--- config.mk ---
export PLATFORM = sky130hd
export DESIGN_NAME = sync_fifo_reader
export DESIGN_NICKNAME = d
export VERILOG_FILES = /design/src/rtl/sync_fifo_pkg.sv /design/src/rtl/sync_fifo_reader_skid.sv /design/src/rtl/sync_fifo_reader.sv
export SDC_FILE = /design/constraint.sdc
export NUM_CORES = 1
export LEC_CHECK = 0
export CAP_MARGIN = 10
export CORE_MARGIN = 2
export CORE_UTILIZATION = 55
export DETAILED_ROUTE_END_ITERATION = 16
export PLACE_DENSITY = 0.84
export SKIP_CTS_REPAIR_TIMING = 1
export SYNTH_ARGS = -nofsm -noshare
export SYNTH_HDL_FRONTEND = slang
export SYNTH_SLANG_ARGS = --single-unit
export TNS_END_PERCENT = 1
--- constraint.sdc ---
create_clock -name CLK -period 5.12 [get_ports CLK]
set_input_delay 0.512 -clock CLK [delete_from_list [all_inputs] [get_ports CLK]]
set_output_delay 0.512 -clock CLK [all_outputs]
set_load 0.005 [all_outputs]
--- src/rtl/sync_fifo_pkg.sv ---
// Shared types and constants for the synchronous FIFO and its read-side client.
package sync_fifo_pkg;

   localparam int unsigned FIFO_WIDTH = 8;
   localparam int unsigned SKID_DEPTH = 2;
   localparam int unsigned RD_LATENCY = 1;
   localparam int unsigned OCC_WIDTH  = $clog2(SKID_DEPTH + 1);
   localparam int unsigned PTR_WIDTH  = $clog2(SKID_DEPTH);

   // Encoding equals the number of buffered words.
   typedef enum logic [1:0] {
      BUF_EMPTY = 2'd0,
      BUF_ONE   = 2'd1,
      BUF_FULL  = 2'd2
   } buf_state_t;

endpackage

--- src/rtl/sync_fifo_reader_skid.sv ---
// Two-entry FIFO-ordered skid buffer with a registered head word and valid flag.
module sync_fifo_reader_skid
   import sync_fifo_pkg::*;
#(
   parameter int unsigned DATA_WIDTH = FIFO_WIDTH
) (
   input  logic                  clk,
   input  logic                  rst,
   input  logic                  push,
   input  logic [DATA_WIDTH-1:0] push_data,
   input  logic                  pop,
   input  logic                  flush,
   output logic                  head_valid,
   output logic [DATA_WIDTH-1:0] head_data,
   output logic [OCC_WIDTH-1:0]  occ_c
);

   buf_state_t            state_q, state_d;
   logic [PTR_WIDTH-1:0]  rd_ptr_q, rd_ptr_d;
   logic [PTR_WIDTH-1:0]  wr_ptr_q, wr_ptr_d;
   logic [DATA_WIDTH-1:0] mem_q [SKID_DEPTH];
   logic                  head_valid_d;
   logic [DATA_WIDTH-1:0] head_data_d;

   assign occ_c = OCC_WIDTH'(state_q);

   always_ff @(posedge clk or posedge rst) begin
      if (rst) begin
         state_q    <= BUF_EMPTY;
         rd_ptr_q   <= '0;
         wr_ptr_q   <= '0;
         head_valid <= 1'b0;
         head_data  <= '0;
         for (int i = 0; i < int'(SKID_DEPTH); i++) mem_q[i] <= '0;
      end else begin
         state_q    <= state_d;
         rd_ptr_q   <= rd_ptr_d;
         wr_ptr_q   <= wr_ptr_d;
         head_valid <= head_valid_d;
         head_data  <= head_data_d;
         if (push) mem_q[wr_ptr_q] <= push_data;
      end
   end

   // Occupancy FSM; the head register is preloaded with the word that will be at rd_ptr next cycle.
   always_comb begin
      state_d  = state_q;
      rd_ptr_d = rd_ptr_q;
      wr_ptr_d = wr_ptr_q;
      if (push) wr_ptr_d = PTR_WIDTH'(wr_ptr_q + 1'b1);
      if (pop)  rd_ptr_d = PTR_WIDTH'(rd_ptr_q + 1'b1);
      unique case (state_q)
         BUF_EMPTY: if (push) state_d = BUF_ONE;
         BUF_ONE: begin
            if (push && !pop)      state_d = BUF_FULL;
            else if (pop && !push) state_d = BUF_EMPTY;
         end
         BUF_FULL:  if (pop && !push) state_d = BUF_ONE;
         default:   state_d = BUF_EMPTY;
      endcase
      if (flush) begin
         state_d  = BUF_EMPTY;
         rd_ptr_d = '0;
         wr_ptr_d = '0;
      end
      head_data_d  = (push && (wr_ptr_q == rd_ptr_d)) ? push_data : mem_q[rd_ptr_d];
      head_valid_d = (state_d != BUF_EMPTY);
   end

   a_no_overflow: assert property (@(posedge clk) disable iff (rst)
      !(state_q == BUF_FULL && push && !pop && !flush));

endmodule

--- src/rtl/sync_fifo_reader.sv ---
// FIFO read-port client: issues reads, tracks the in-flight word and presents a valid/ready stream.
module sync_fifo_reader
   import sync_fifo_pkg::*;
#(
   parameter int unsigned DATA_WIDTH = FIFO_WIDTH,
   parameter int unsigned CNT_WIDTH  = 32
) (
   input  logic                  CLK,
   input  logic                  RST,
   output logic                  RD_EN,
   input  logic [DATA_WIDTH-1:0] DATA_OUT,
   input  logic                  EMPTY,
   output logic                  OUT_VALID,
   output logic [DATA_WIDTH-1:0] OUT_DATA,
   input  logic                  OUT_READY,
   input  logic                  FLUSH,
   output logic [CNT_WIDTH-1:0]  WORD_CNT
);

   localparam int unsigned PEND_WIDTH = OCC_WIDTH + 1;

   logic [RD_LATENCY-1:0] inflight_q;
   logic                  flush_q;
   logic                  inflight;
   logic                  pop;
   logic                  push;
   logic [OCC_WIDTH-1:0]  occ_c;
   logic [PEND_WIDTH-1:0] pending_c;

   assign inflight = inflight_q[RD_LATENCY-1];
   assign pop      = OUT_VALID && OUT_READY;
   // Words returning during or right after a flush belong to the discarded stream.
   assign push     = inflight && !FLUSH && !flush_q;

   // Words already owned (buffered or returning) after this cycle's pop.
   assign pending_c = PEND_WIDTH'(occ_c) + PEND_WIDTH'(inflight) - PEND_WIDTH'(pop);
   assign RD_EN     = !RST && !EMPTY && !FLUSH && (pending_c < PEND_WIDTH'(SKID_DEPTH));

   always_ff @(posedge CLK or posedge RST) begin
      if (RST) begin
         inflight_q <= '0;
         flush_q    <= 1'b0;
         WORD_CNT   <= '0;
      end else begin
         inflight_q <= RD_LATENCY'(RD_EN);
         flush_q    <= FLUSH;
         if (pop) WORD_CNT <= WORD_CNT + CNT_WIDTH'(1);
      end
   end

   sync_fifo_reader_skid #(
      .DATA_WIDTH(DATA_WIDTH)
   ) u_skid (
      .clk       (CLK),
      .rst       (RST),
      .push      (push),
      .push_data (DATA_OUT),
      .pop       (pop),
      .flush     (FLUSH),
      .head_valid(OUT_VALID),
      .head_data (OUT_DATA),
      .occ_c     (occ_c)
   );

endmodule

==> results of run 1 <==
[worst paths after layout]
kind / start / end / slack (ns) / depth (start not counted)
max: OUT_READY / RD_EN / 1.30 / 9
max reg2reg: u_skid.head_valid / inflight / 2.88 / 7
min in group asynchronous: RST / u_skid.occ_c[1] / 0.72 / 3
max in group asynchronous: RST / WORD_CNT[10] / 3.89 / 3
min reg2reg: WORD_CNT[31] / WORD_CNT[31] / 0.47 / 1
min: WORD_CNT[31] / WORD_CNT[31] / 0.47 / 1
[layout by cell type, fill, tap and decap left out]
cell / instances
a21bo_2: 1
a21oi_1: 1
a21oi_2: 1
a31oi_1: 2
a41oi_1: 1
and2_1: 3
and3_1: 2
and4_1: 5
buf_4: 1
bufinv_16: 4
clkbuf_1: 1
clkbuf_8: 9
clkdlybuf4s50_1: 54
clkinv_2: 1
clkinvlp_4: 1
dfrtp_1: 63
fa_1: 1
ha_1: 2
inv_1: 10
inv_2: 1
mux2_2: 33
nand2_1: 11
nand2b_1: 1
nand3_1: 15
nand3b_1: 1
nand4_1: 8
nor2_1: 9
nor2b_1: 2
nor3_1: 11
nor3_2: 1
nor4_1: 8
o21ai_0: 1
or4_1: 2
xnor2_1: 17
xnor3_1: 1
xor2_1: 16
[per-stage QoR]
step                      hold WS [ns]  setup WS, ns  util, %  instance area (um2)  total power (W)
after CTS                        0.479          1.29     73.8                 3720          0.00133
final                            0.468          1.30     73.8                 3720          0.00131
after global routing             0.497          1.07     73.8                 3720          0.00137
after detailed placement         0.470          1.30     68.7                 3460         0.000757
after global placement           0.457          1.39     68.7                 3460         0.000747
after floorplan                  0.465          2.54        -                 2840         0.000663
[logic make-up (layout without fill, tap and decap cells)]
kind of cell	after synthesis	after routing
AOI/OAI and AO/OA	7	7
adders and majority gates	3	3
muxes	33	33
and+or+nand+nor	79	79
DFF	63	63
buffers and inverters	15	82
xor gates and xnor gates	34	34
[layout make-up]
| type | instances | area, um2 |
|---|---|---|
| tap | 70 | 87.6 |
| clock buffer | 10 | 128 |
| multi-input combinational | 156 | 1210 |
| timing repair buffer | 55 | 548 |
| clock inverter | 6 | 133 |
| inverter | 11 | 41.3 |
| fill | 351 | 1320 |
| sequential | 63 | 1580 |
[cells in the mapped netlist, drive strengths merged]
cell type	count	area share, %
nor4	8	1.8
or4	2	0.53
a21oi	2	0.48
a21bo	1	0.35
o21ai	1	0.18
fa	1	0.70
nand3b	1	0.26
inv	11	1.5
a31oi	2	0.44
a41oi	1	0.31
and3	2	0.44
nor2	9	1.2
mux2	33	13
nor3	12	2.3
xnor2	17	5.2
nand3	15	2.6
xnor3	1	0.79
xor2	16	4.9
and4	5	1.5
nand2	11	1.5
ha	2	0.88
nor2b	2	0.44
dfrtp	63	55
clkbuf	3	0.40
and2	3	0.66
nand4	8	1.8
buf	1	0.18
nand2b	1	0.22
[power by group through the flow]
| stage | registers, W | clock network (W) | logic (W) |
|---|---|---|---|
| after floorplan | 0.000585 | 0 | 0.0000780 |
| after global routing | 0.000588 | 0.000597 | 0.000181 |
| after CTS | 0.000581 | 0.000577 | 0.000169 |
| after detailed placement | 0.000590 | 0 | 0.000168 |
| final | 0.000580 | 0.000565 | 0.000166 |
| after global placement | 0.000586 | 0 | 0.000161 |
[worst max-delay path: stages]
cell and delay (ns):
clkdlybuf4s50_1 0.55, nand2_1 0.14, inv_1 0.20, ha_1 0.27, nor2b_1 0.14, fa_1 0.43, or4_1 0.40, nor2_1 0.14
clkdlybuf4s50_1 0.51
[layer usage]
layer	share of wire [%]	up-vias	wire length (um)
met5	0	-	0
li1	-	946	-
met2	51	50	2790
met3	5.0	9	274
met1	42	996	2340
met4	2.0	0	111
[state kept, by name, summed over array words and instances, names as in the netlist]
name / cells
u_skid.wr_ptr_q: 1
inflight: 1
u_skid.rd_ptr_q: 1
u_skid.mem_q: 16
u_skid.occ_c: 2
u_skid.head_data: 8
flush_q: 1
u_skid.head_valid: 1
WORD_CNT: 32
==> impl_results.md, run 1 <==
- Status: completed
- Switching share of total power: about a fifth
- # setup viols final: 0
- Die ar.: between 5000 and 6000 um2
- Fmax: 0.262 GHz
- Synth Area in Compound Gates: 1.76%
- Yosys reg bits: 63
- Post-synthesis cell type count: 30
- Post-synthesis cell count: 234
- Final wirelength: approximately 5500 um
- Share of layout cells above drive strength 1: 17.6%
- Flop pwr share: 44.2%
- Post-Synth Adder-Cell Area: between 1.5 and 2%
- Switching power total: 0.000280 W
- GRT met2 Usage: about a third
- Die span in x: 75.9 um
- Clk Latency, worst-skew pair: ~0.35 ns
- I/O pins: 55
- Leakage: 1.66 nW
- Largest net degree at the start of global routing: 64
- RSZ-0062 raised after global routing: no
- Routed Antenna Nets: 0
- Nature of the critical path endpoint: output port
- Clock power share: 43.1%
- Vias per inst: 5.39
- GRT met1 Usage: 25.7%
- Vias in the first global route: 2030
- N_diodes: 0
- Initial antenna violation count: 0
- Ys Warns: 0
- Max FO, Critical Path: 6
- First-pass GRT wire length: a little under 10000 um
- Most Crowded Layer GR: met2
- Max-slew headroom: 48.9%
- Layout Cells excl Fill: 371
- Area of the core: 5040 um2
- DR pass1 iterations: 4
- Worst Tran Pin Value: 0.767 ns
- Clk slew on worst S/H paths: 0.06 ns
- Max_cap viols: 0
- Clk sink count: 63
- Initial Utilization: 56.4%
- Net Count, Synth: 250
- Sequential share of the synthesized area: 55.4%
- Tot GR Track Use: 21.3%
- Xor and xnor area share after synthesis: 11.0%
- Setup_tns: 0 ns
- Worst-case clock skew: 0.00768 ns
- DRC Markers: 0
- Nets: 312
- Synth Area per Inst: 12.2 um2
- Fin. Hold Viols: 0
- Routed len/inst: about 15 um
- Final slew viol count: 0
- Clock Root Buffer: clkbuf_8
- PwrDens: approximately 350 nW/um2
- H-tree Lvls: 3
- Drt initial violations: 67
- Cell Rows: 26
- Synthesized area: approximately 2800 um2
- Crit path arrival time: 3.31 ns
- Final Wtd Congestion: 0.797
- Chip Height: 75.9 um
- Worst hold path class: reg -> reg
- Combinational power share: 12.6%
- DP HPWL: roughly 3700 um
- Setup Crit Path Kind: in -> out
- Total number of vias: 2001
- Largest family of logic cells by synthesized area: simple AND/OR/NAND/NOR gates
- Area growth, synth to finish: 30.9%
- TritonCTS Buffers: 9
- CP required: around 4.6 ns
- Placed insts: approximately 360
- Clock Path Buffers: 2
- Worst vdd ir: 0.291 mV
- Mux share of post-synthesis cell area: 13.1%
- Internal power: 0.00103 W
- Min Tclk post-route: 3.82 ns
- Met3 usage: 6.31%
- Total gr overflow: 0
- Crit share post-route: about three quarters
- Crit path launch type: input pin
- Synth Area in Simple Gates: ~15%
- # port buffers: 54
- CTS tree: yes
Power figures use the tool's default switching activity.
==> inputs of run 2 (changes only) <==
--- a/config.mk
+++ b/config.mk
@@ -7,9 +7,9 @@
 export LEC_CHECK = 0
 export CAP_MARGIN = 10
 export CORE_MARGIN = 2
-export CORE_UTILIZATION = 55
+export CORE_UTILIZATION = 46
 export DETAILED_ROUTE_END_ITERATION = 16
-export PLACE_DENSITY = 0.84
+export PLACE_DENSITY = 0.75
 export SKIP_CTS_REPAIR_TIMING = 1
 export SYNTH_ARGS = -nofsm -noshare
 export SYNTH_HDL_FRONTEND = slang
==> constraint.sdc (replaced) <==
create_clock -name CLK -period 3.34 [get_ports CLK]
set_input_delay 0.334 -clock CLK [delete_from_list [all_inputs] [get_ports CLK]]
set_output_delay 0.334 -clock CLK [all_outputs]
set_load 0.005 [all_outputs]
==> run 2 against run 1 <==
Highest routed layer unchanged. Critical path type is now reg -> out. Worst setup slack lost 1.1 ns. Die area grew 18%. Sequential power grew 53%. Clock power grew 22%. Clock-buffer cell count grew 3. First-iteration DRC count grew 12%. Global-route usage shrank 2.6 points.
==> impl_results.md, run 2 (synthesis gave the netlist of run 1 again) <==
- First-pass GRT wire length: 9460 um (-2.3%)
- Most frequent cells in the layout: 63 x dfrtp_1, 54 x clkdlybuf4s50_1, 33 x mux2_2
- Vias per inst: 5.33 (-1.2%)
- TritonCTS Buffers: 9 (unchanged)
- RSZ-0062 raised after global routing: no
- Max_cap viols: 0 (unchanged)
- Nature of the critical path endpoint: output port
- Crit path launch type: flip-flop
- Clk Latency, worst-skew pair: 0.34 ns (about the same)
- N_diodes: 0 (unchanged)
- CP required: 3.01 ns (-1.60 ns)
- Top Layer Used: met4
- Total gr overflow: 0 (unchanged)
- Clock Root Buffer: clkbuf_8
- PwrDens: 493 nW/um2 (+40%)
- Area of the core: 5960 um2 (+18%)
- Setup Crit Path Kind: reg -> out
- Max FO, Critical Path: 7 (+1)
- Clk slew on worst S/H paths: 0.07 ns (about the same)
- Die span in x: 82.6 um (+8.9%)
- Commonest non-fill, non-tap cell in the layout: dfrtp_1
- Initial antenna violation count: 0 (unchanged)
- Status: completed
- Tot GR Track Use: 18.7% (-2.6 points)
- Core Util, Final: 62.4% (-11 points)
- Total number of vias: 2020 (+0.95%)
- I/O pins: 55 (unchanged)
- Number of flip-flops under the largest register name: 32 (unchanged)
- DRT met1 WL: 2460 um (+5.1%)
- Share of layout cells above drive strength 1: 18.4% (+0.81 points)
- Vias in the first global route: 2020 (-0.49%)
- Top reg by flops: WORD_CNT
- Area growth, synth to finish: 30.6%
- Initial Utilization: 47.8% (-8.6 points)
- Routed len/inst: 14.6 um (-1.5%)
- Final Wtd Congestion: 0.773 (-3.0%)
- Worst hold path class: in -> async
- Chip Height: 82.6 um (+8.9%)
- Max-slew headroom: 54.5% (+5.6 points)
- Final wirelength: 5550 um (+0.62%)
- # port buffers: 54 (unchanged)
- DRC Markers: 0 (unchanged)
- Nets: 315 (+0.96%)
- R2R cell count: 7 (unchanged)
- Worst vdd ir: 0.327 mV (+13%)
- Area after DPL: 3500 um2 (+1.2%)
- Worst Tran Pin Value: 0.679 ns (-0.0883 ns)
- DR pass1 iterations: 4 (unchanged)
- Die ar.: 6830 um2 (+18%)
- Met2 Wirelength: 2720 um (-2.5%)
- Clock Path Buffers: 2 (unchanged)
- Met3 wire length: 287 um (+4.7%)
- # setup viols final: 0 (unchanged)
- Routed Antenna Nets: 0 (unchanged)
- Worst-case clock skew: 0.00619 ns (-0.00150 ns)
- Cell Rows: 28 (+7.7%)
- DP HPWL: 3940 um (+5.3%)
- Final slew viol count: 0 (unchanged)
- Fin. Hold Viols: 0 (unchanged)
- H-tree Lvls: 3 (unchanged)
- Largest net degree at the start of global routing: 33 (-48%)
- Crit path arrival time: 2.84 ns (-0.47 ns)
- Setup_tns: 0 ns (unchanged)
- Drt initial violations: 75 (+12%)
- Min Tclk post-route: 3.18 ns
- Finished Cell Area: 3710 um2 (-0.27%)
- Leakage: 1.66 nW (+0.12%)
- Crit share post-route: 95.1%
- Regs by FF count: WORD_CNT x32, u_skid.mem_q x16, u_skid.head_data x8
- Fmax: 0.315 GHz
- Clk sink count: 63 (unchanged)
- CTS tree: yes
==> run 2: layout make-up <==
| class | instances | area, um2 |
|---|---|---|
| well taps | 75 | 93.8 |
| inverters | 11 | 41.3 |
| flip-flops and latches | 63 | 1580 |
| multi-input cells | 156 | 1210 |
| clock buffers | 13 | 169 |
| fillers | 508 | 2240 |
| repair buffers | 58 | 583 |
| clock inverters | 3 | 40.0 |
==> run 2: worst paths after layout <==
kind | to | start | slack, ns
min | inflight | RST | 0.43
max reg2reg | inflight | u_skid.head_valid | 1.28
max | RD_EN | u_skid.head_valid | 0.16
max in group asynchronous | WORD_CNT[19] | RST | 2.31
min reg2reg | WORD_CNT[24] | WORD_CNT[24] | 0.48
min in group CLK | WORD_CNT[24] | WORD_CNT[24] | 0.48
==> run 2: metrics by stage <==
step / cells / total power, W / setup slack, ns / hold slack, ns
floorplan: 234 / 0.00102 / 0.995 / 0.365
global placement: 363 / 0.00115 / 0.204 / 0.456
detailed placement: 363 / 0.00116 / 0.186 / 0.480
CTS: 379 / 0.00185 / 0.135 / 0.452
global route: 379 / 0.00191 / 0.0238 / 0.512
finish: 379 / 0.00183 / 0.163 / 0.428
==> run 2: worst max-delay path, cell delays in order (launching register included) <==
cell and delay (ns):
dfrtp_1 0.43, nand2_1 0.11, inv_1 0.06, ha_1 0.26, nor2b_1 0.14, fa_1 0.42, or4_1 0.40, nor2_1 0.15
clkdlybuf4s50_1 0.52
==> run 2: power by group <==
part | internal [W] | leakage (nW) | switching, W
Sequential | 0.000840 | 0.810 | 0.0000471
Combinational | 0.000172 | 0.738 | 0.0000807
Clock | 0.000404 | 0.109 | 0.000287
Total | 0.00142 | 1.66 | 0.000415
==> run 2: layer usage <==
layer / global-route usage, % / up-vias
met5: 0 / -
met4: 9.02 / 0
met3: 5.43 / 7
met2: 30.4 / 66
met1: 22.9 / 991
li1: - / 956
